`config.mk`:
```
export PLATFORM = sky130hd
export DESIGN_NAME = jpeg_stream_arbiter
export DESIGN_NICKNAME = d
export VERILOG_FILES = /design/src/rtl/jpeg_arb_pkg.sv /design/src/rtl/jpeg_arb_rr_pick.sv /design/src/rtl/jpeg_stream_arbiter.sv
export SDC_FILE = /design/constraint.sdc
export NUM_CORES = 1
export LEC_CHECK = 0
export CAP_MARGIN = 20
export CORE_MARGIN = 2
export CORE_UTILIZATION = 34
export CTS_BUF_LIST = sky130_fd_sc_hd__clkbuf_8
export DETAILED_ROUTE_END_ITERATION = 8
export GPL_ROUTABILITY_DRIVEN = 1
export PLACE_DENSITY = 0.95
export REMOVE_ABC_BUFFERS = 1
export SYNTH_ARGS = -nofsm -noshare
export SYNTH_HDL_FRONTEND = slang
export SYNTH_HIERARCHICAL = 1
export SYNTH_SLANG_ARGS = --single-unit
```
`constraint.sdc`:
```
create_clock -name clk_i -period 5.25 [get_ports clk_i]
set_input_delay 1.05 -clock clk_i [delete_from_list [all_inputs] [get_ports clk_i]]
set_output_delay 1.05 -clock clk_i [all_outputs]
set_load 0.005 [all_outputs]
```
`src/rtl/jpeg_arb_pkg.sv`:
```
// Shared types for the jpeg_core input-port arbiter: FSM state encoding and
// the bitstream word/strobe widths.
package jpeg_arb_pkg;

  localparam int WORD_W = 32;
  localparam int STRB_W = 4;

  typedef enum logic [1:0] {
    ARB_IDLE  = 2'd0,
    ARB_GRANT = 2'd1,
    ARB_DRAIN = 2'd2
  } arb_state_e;

endpackage

```
`src/rtl/jpeg_arb_rr_pick.sv`:
```
// Rotating-priority encoder: returns the first asserted request at or after
// ptr_i, wrapping at NUM_SRC, plus an any-request flag.
module jpeg_arb_rr_pick #(
  parameter int NUM_SRC = 4,
  parameter int IDW     = 2
) (
  input  logic [NUM_SRC-1:0] req_i,
  input  logic [IDW-1:0]     ptr_i,
  output logic [IDW-1:0]     winner_o,
  output logic               any_o
);

  logic [2*NUM_SRC-1:0] req2;
  logic [NUM_SRC-1:0]   rot;
  logic [IDW:0]         sel_idx [NUM_SRC];
  logic [IDW-1:0]       off;
  logic [IDW:0]         sum;

  // Doubling the request vector lets a plain index stand in for the modulo rotate.
  assign req2 = {req_i, req_i};

  for (genvar gi = 0; gi < NUM_SRC; gi++) begin : g_rot
    assign sel_idx[gi] = {1'b0, ptr_i} + (IDW+1)'(gi);
    assign rot[gi]     = req2[sel_idx[gi]];
  end

  always_comb begin
    off = '0;
    for (int i = NUM_SRC - 1; i >= 0; i--) begin
      if (rot[i]) off = i[IDW-1:0];
    end
  end

  assign sum      = {1'b0, ptr_i} + {1'b0, off};
  assign winner_o = (sum >= (IDW+1)'(NUM_SRC)) ? (sum[IDW-1:0] - IDW'(NUM_SRC)) : sum[IDW-1:0];
  assign any_o    = |req_i;

endmodule

```
`src/rtl/jpeg_stream_arbiter.sv`:
```
// Image-atomic round-robin arbiter in front of jpeg_core's input port.
// Optional DRAIN watchdog enabled by defining JPEG_ARB_WDOG_EN.
module jpeg_stream_arbiter
  import jpeg_arb_pkg::*;
#(
  parameter int NUM_SRC     = 4,
  parameter int IDW         = 2,
  parameter int IDLE_HOLD   = 4,
  parameter int WDOG_CYCLES = 4096
) (
  input  logic                      clk_i,
  input  logic                      rst_i,
  input  logic [NUM_SRC-1:0]        src_valid_i,
  input  logic [NUM_SRC*WORD_W-1:0] src_data_i,
  input  logic [NUM_SRC*STRB_W-1:0] src_strb_i,
  input  logic [NUM_SRC-1:0]        src_last_i,
  output logic [NUM_SRC-1:0]        src_accept_o,
  output logic                      dec_valid_o,
  output logic [WORD_W-1:0]         dec_data_o,
  output logic [STRB_W-1:0]         dec_strb_o,
  output logic                      dec_last_o,
  input  logic                      dec_accept_i,
  input  logic                      dec_idle_i,
  output logic                      owner_valid_o,
  output logic [IDW-1:0]            owner_id_o,
  output logic                      done_o,
  output logic [IDW-1:0]            done_id_o,
  output logic                      err_o
);

  arb_state_e     state_q, state_d;
  logic [IDW-1:0] owner_q, owner_d;
  logic [IDW-1:0] rr_ptr_q, rr_ptr_d;
  logic [IDW-1:0] done_id_q, done_id_d;
  logic [3:0]     hold_cnt_q, hold_cnt_d;
  logic           done_q, done_d;

  logic [IDW-1:0]    pick_id;
  logic              pick_any;
  logic              granted;
  logic              beat_last;
  logic              wdog_trip;
  logic [WORD_W-1:0] data_arr [NUM_SRC];
  logic [STRB_W-1:0] strb_arr [NUM_SRC];

  jpeg_arb_rr_pick #(
    .NUM_SRC (NUM_SRC),
    .IDW     (IDW)
  ) u_pick (
    .req_i    (src_valid_i),
    .ptr_i    (rr_ptr_q),
    .winner_o (pick_id),
    .any_o    (pick_any)
  );

  assign granted = (state_q == ARB_GRANT);

  for (genvar gi = 0; gi < NUM_SRC; gi++) begin : g_src
    assign data_arr[gi]     = src_data_i[gi*WORD_W +: WORD_W];
    assign strb_arr[gi]     = src_strb_i[gi*STRB_W +: STRB_W];
    assign src_accept_o[gi] = granted && (owner_q == IDW'(gi)) && dec_accept_i;
  end

  // Valid is never gated by accept, so the decoder sees a clean valid/accept handshake.
  assign dec_valid_o = granted && src_valid_i[owner_q];
  assign dec_data_o  = granted ? data_arr[owner_q] : '0;
  assign dec_strb_o  = granted ? strb_arr[owner_q] : '0;
  assign dec_last_o  = granted && src_last_i[owner_q];
  assign beat_last   = dec_valid_o && dec_accept_i && dec_last_o;

`ifdef JPEG_ARB_WDOG_EN
  logic [11:0] wdog_cnt_q, wdog_cnt_d;
  logic        err_q, err_d;

  assign wdog_trip = (state_q == ARB_DRAIN) && (wdog_cnt_q == 12'(WDOG_CYCLES - 1));

  always_comb begin
    wdog_cnt_d = (state_q == ARB_DRAIN) ? (wdog_cnt_q + 12'd1) : '0;
    err_d      = err_q | wdog_trip;
  end

  always_ff @(posedge clk_i) begin
    if (rst_i) begin
      wdog_cnt_q <= '0;
      err_q      <= 1'b0;
    end else begin
      wdog_cnt_q <= wdog_cnt_d;
      err_q      <= err_d;
    end
  end

  assign err_o = err_q;
`else
  assign wdog_trip = (WDOG_CYCLES < 0);
  assign err_o     = 1'b0;
`endif

  always_comb begin
    state_d    = state_q;
    owner_d    = owner_q;
    rr_ptr_d   = rr_ptr_q;
    done_id_d  = done_id_q;
    hold_cnt_d = '0;
    done_d     = 1'b0;
    case (state_q)
      ARB_IDLE: begin
        if (pick_any) begin
          state_d  = ARB_GRANT;
          owner_d  = pick_id;
          rr_ptr_d = (int'(pick_id) == NUM_SRC - 1) ? '0 : (pick_id + 1'b1);
        end
      end
      ARB_GRANT: begin
        if (beat_last) state_d = ARB_DRAIN;
      end
      ARB_DRAIN: begin
        hold_cnt_d = dec_idle_i ? (hold_cnt_q + 4'd1) : '0;
        if ((dec_idle_i && (hold_cnt_q == 4'(IDLE_HOLD - 1))) || wdog_trip) begin
          state_d    = ARB_IDLE;
          hold_cnt_d = '0;
          done_d     = 1'b1;
          done_id_d  = owner_q;
        end
      end
      default: state_d = ARB_IDLE;
    endcase
  end

  always_ff @(posedge clk_i) begin
    if (rst_i) begin
      state_q    <= ARB_IDLE;
      owner_q    <= '0;
      rr_ptr_q   <= '0;
      done_id_q  <= '0;
      hold_cnt_q <= '0;
      done_q     <= 1'b0;
    end else begin
      state_q    <= state_d;
      owner_q    <= owner_d;
      rr_ptr_q   <= rr_ptr_d;
      done_id_q  <= done_id_d;
      hold_cnt_q <= hold_cnt_d;
      done_q     <= done_d;
    end
  end

  assign owner_valid_o = (state_q == ARB_GRANT) || (state_q == ARB_DRAIN);
  assign owner_id_o    = owner_q;
  assign done_o        = done_q;
  assign done_id_o     = done_id_q;

endmodule

```
==> flow_metrics.py <==
metrics = {
    "placed_design": {
        "io_buffers": 203,
        "hpwl_um": 7880,
        "dp_cells": 471,
        "gp_congestion": 0.862,
    },
    "timing": {
        "rsz0062_at_grt": "false",
        "slew-limit-headroom_pct": 29.7,
        "hold_viol_final": 0,
        "finalSetupViolCount": 0,
        "drv_slew": 0,
        "fmax_mhz": 258,
        "setup_tns_ns": 0,
        "fin_crit_sh_pct": 74.0,
        "worstMarginPinSlew_ns": 1.06,
        "fin_crit_ns": 3.88,
        "fin_skew_ns": 0.00254,
    },
    "pwr": {
        "power_density_mw_per_mm2": 331,
        "p_sw_share_pct": 36.6,
        "p_sw_mw": 0.510,
        "peakVddDrop_uv": 276,
        "p_comb_share_pct": 79.5,
        "clkPwrFrac_pct": 6.1,
        "leakage_nw": 1.49,
        "p_seq_share_pct": 14.4,
        "internal-power_mw": 0.883,
    },
    "cells_and_area": {
        "syn2layout_area_growth_pct": 98.7,
        "final_common_cell": "clkdlybuf4s50_1",
        "final_cell_mix": "clkdlybuf4s50_1, mux4_2, and2_1, nor2_1, dfxtp_1",
        "drive_gt1_share_pct": 12.3,
        "finalNonFillerCells": 475,
        "diodes": 0,
        "nNetsFinal": 566,
        "fillers": 463,
    },
    "floorplan": {
        "core-area_mm2": 0.00599,
        "die_w_um": 83.0,
        "start_util_pct": 35.4,
        "std_cell_rows": 28,
        "design.die.area_mm2": 0.00689,
        "io_pins": 205,
        "die_height_um": 83.0,
    },
    "yosys": {
        "syn_avg_cell_area_um2": 10.1,
        "ys_ff_latch": 13,
        "synthArstFlopShare_pct": 0,
        "seq_area_frac_synth_pct": 12.3,
        "ys.flop_type": "dfxtp_1",
        "syn_inst": 211,
        "syn_area_mm2": 0.00212,
        "ys_types": 42,
        "synth_enable_flop_cells": 0,
        "yosysWarnings": 6,
    },
    "detailed_routing": {
        "vias_per_cell": 5.37,
        "num_vias": 2549,
        "drtIter0Drc": 63,
        "drc": 0,
        "drt-total-wl_um": 9220,
        "drtAntennaViolNets": 0,
        "wl_per_cell_um": 19.4,
        "firstDrtPassIters": 4,
    },
    "hold_path": {
        "hold_class": "register to register",
        "worstHoldStart": "hold_cnt_q[0]",
    },
    "clock_network": {
        "clk_path_buf_depth": 2,
        "cts_tree": "yes",
        "cts_root_buf": "clkbuf_8",
        "clk_pin_slew_ns": 0.05,
        "cts_hold_buf": 0,
        "cts_resized": 0,
        "cts_buffers": 3,
        "cts.sinks": 13,
        "clkLatencyLatePin_ns": 0.24,
        "htree_levels": 1,
        "cts_setup_buffers": 0,
    },
    "setup_path": {
        "crit_chain": "clkdlybuf4s50_1 > mux4_2 > and2_1 > clkdlybuf4s50_1",
        "path_max_fanout": 11,
        "crit_type": "input port to output pin",
        "slowest_stage": "clkdlybuf4s50_1",
        "crit_family": "buffers and inverters",
        "crit_top_cell": "clkdlybuf4s50_1",
        "cp_slowest_stage_delay_ns": 0.58,
        "r2r-start": "rr_ptr_q[0]",
        "end_kind": "output pin",
        "critPathBufInv": 2,
        "required_ns": 4.20,
        "timing.critical_path.from_type": "input port",
        "critPathLaunch": "src_valid_i[3]",
        "crit_arrival_ns": 2.83,
    },
    "global_routing": {
        "grt_pass1_wl_um": 14600,
        "grt_max_degree": 45,
        "grt_pass1_vias": 2741,
        "antenna_found_initial": 0,
        "grt_usage_pct": 26.4,
        "global_route.overflow_total": 0,
    },
    "flow_run": {
        "cap_violations": 0,
    },
    "status": {
        "outcome": "complete, no violations",
    },
}
-- layer usage --
layer,GRT usage [%],up-vias,wire (µm)
met5,0,-,0
met1,28.8,1216,3340
met4,9.99,0,389
met2,47.2,124,4780
li1,-,1175,-
met3,8.75,34,716
-- through the flow --
stage | setup slack, ns | power [mW] | hold WS [ns] | instance area [µm²] | util, %
after floorplan | 1.54 | 0.793 | 0.418 | 2010 | -
after global placement | 1.42 | 1.27 | 0.430 | 4150 | 69.3
after detailed placement | 1.37 | 1.32 | 0.442 | 4170 | 69.6
after CTS | 1.37 | 1.41 | 0.454 | 4210 | 70.3
after global routing | 1.30 | 1.51 | 0.477 | 4210 | 70.3
final | 1.37 | 1.39 | 0.455 | 4210 | 70.3
-- cell families (layout without fill, tap and decap cells) --
kind of cell | Yosys count | in the layout | share of synthesized area, %
AO/OA/AOI/OAI | 24 | 24 | 6.96
XOR/XNOR | 2 | 2 | 0.826
adder cells (fa/ha/maj) | 9 | 9 | 5.31
buffers and inverters | 28 | 217 | 6.43
flip-flops | 13 | 13 | 12.3
multiplexers | 43 | 43 | 42.7
other | 1 | 1 | 0.177
AND/OR/NAND/NOR | 91 | 91 | 25.3
-- area by class of cell --
class	instances	area [µm²]	area share (%)
Tap cell	75	93.8	2.23
Timing Repair Buffer	206	2060	48.9
Clock inverter	1	3.75	0.0891
Clock buffer	3	41.3	0.980
Multi-Input combinational cell	170	1720	40.9
Inverter	7	26.3	0.624
Sequential cell	13	263	6.24
-- cells in the mapped netlist, types with 2 or more instances --
library cell	number	area share (%)
and2_1	38	11
inv_1	7	1.2
a21oi_1	8	1.9
nand3_1	8	1.9
nor2_1	12	2.1
a31oi_1	4	1.2
buf_6	2	1.1
mux4_2	38	40
nand2_1	6	1.1
nor3_1	4	0.94
ha_1	9	5.3
dfxtp_1	13	12
a21o_1	2	0.71
nor2b_1	4	1.2
and3_1	2	0.59
nor4b_1	3	1.2
mux2i_1	5	2.4
clkbuf_1	10	1.8
buf_2	7	1.7
or3_1	2	0.59
o21ai_0	5	1.2
buf_4	2	0.71
-- path summary, 6_finish.rpt --
| check | endpoint | slack (ns) | cells after the start |
|---|---|---|---|
| min reg2reg | hold_cnt_q[0] | 0.46 | 1 |
| min | hold_cnt_q[0] | 0.46 | 1 |
| max | dec_valid_o | 1.37 | 4 |
| max reg2reg | rr_ptr_q[0] | 2.12 | 12 |
-- power groups by stage --
stage | sequential [mW] | clock, mW | combinational, mW
global placement | 0.201 | 0 | 1.07
floorplan | 0.236 | 0 | 0.557
finish | 0.201 | 0.0852 | 1.11
global route | 0.209 | 0.0961 | 1.20
detailed placement | 0.204 | 0 | 1.12
CTS | 0.201 | 0.0887 | 1.12
-- flip-flops by register name, indices dropped and copies added, names as in the netlist --
register    cells
state_q         2
rr_ptr_q        2
owner_id_o      2
done_o          1
done_id_o       2
hold_cnt_q      4
Note: power is estimated with default switching activity, not from simulation.
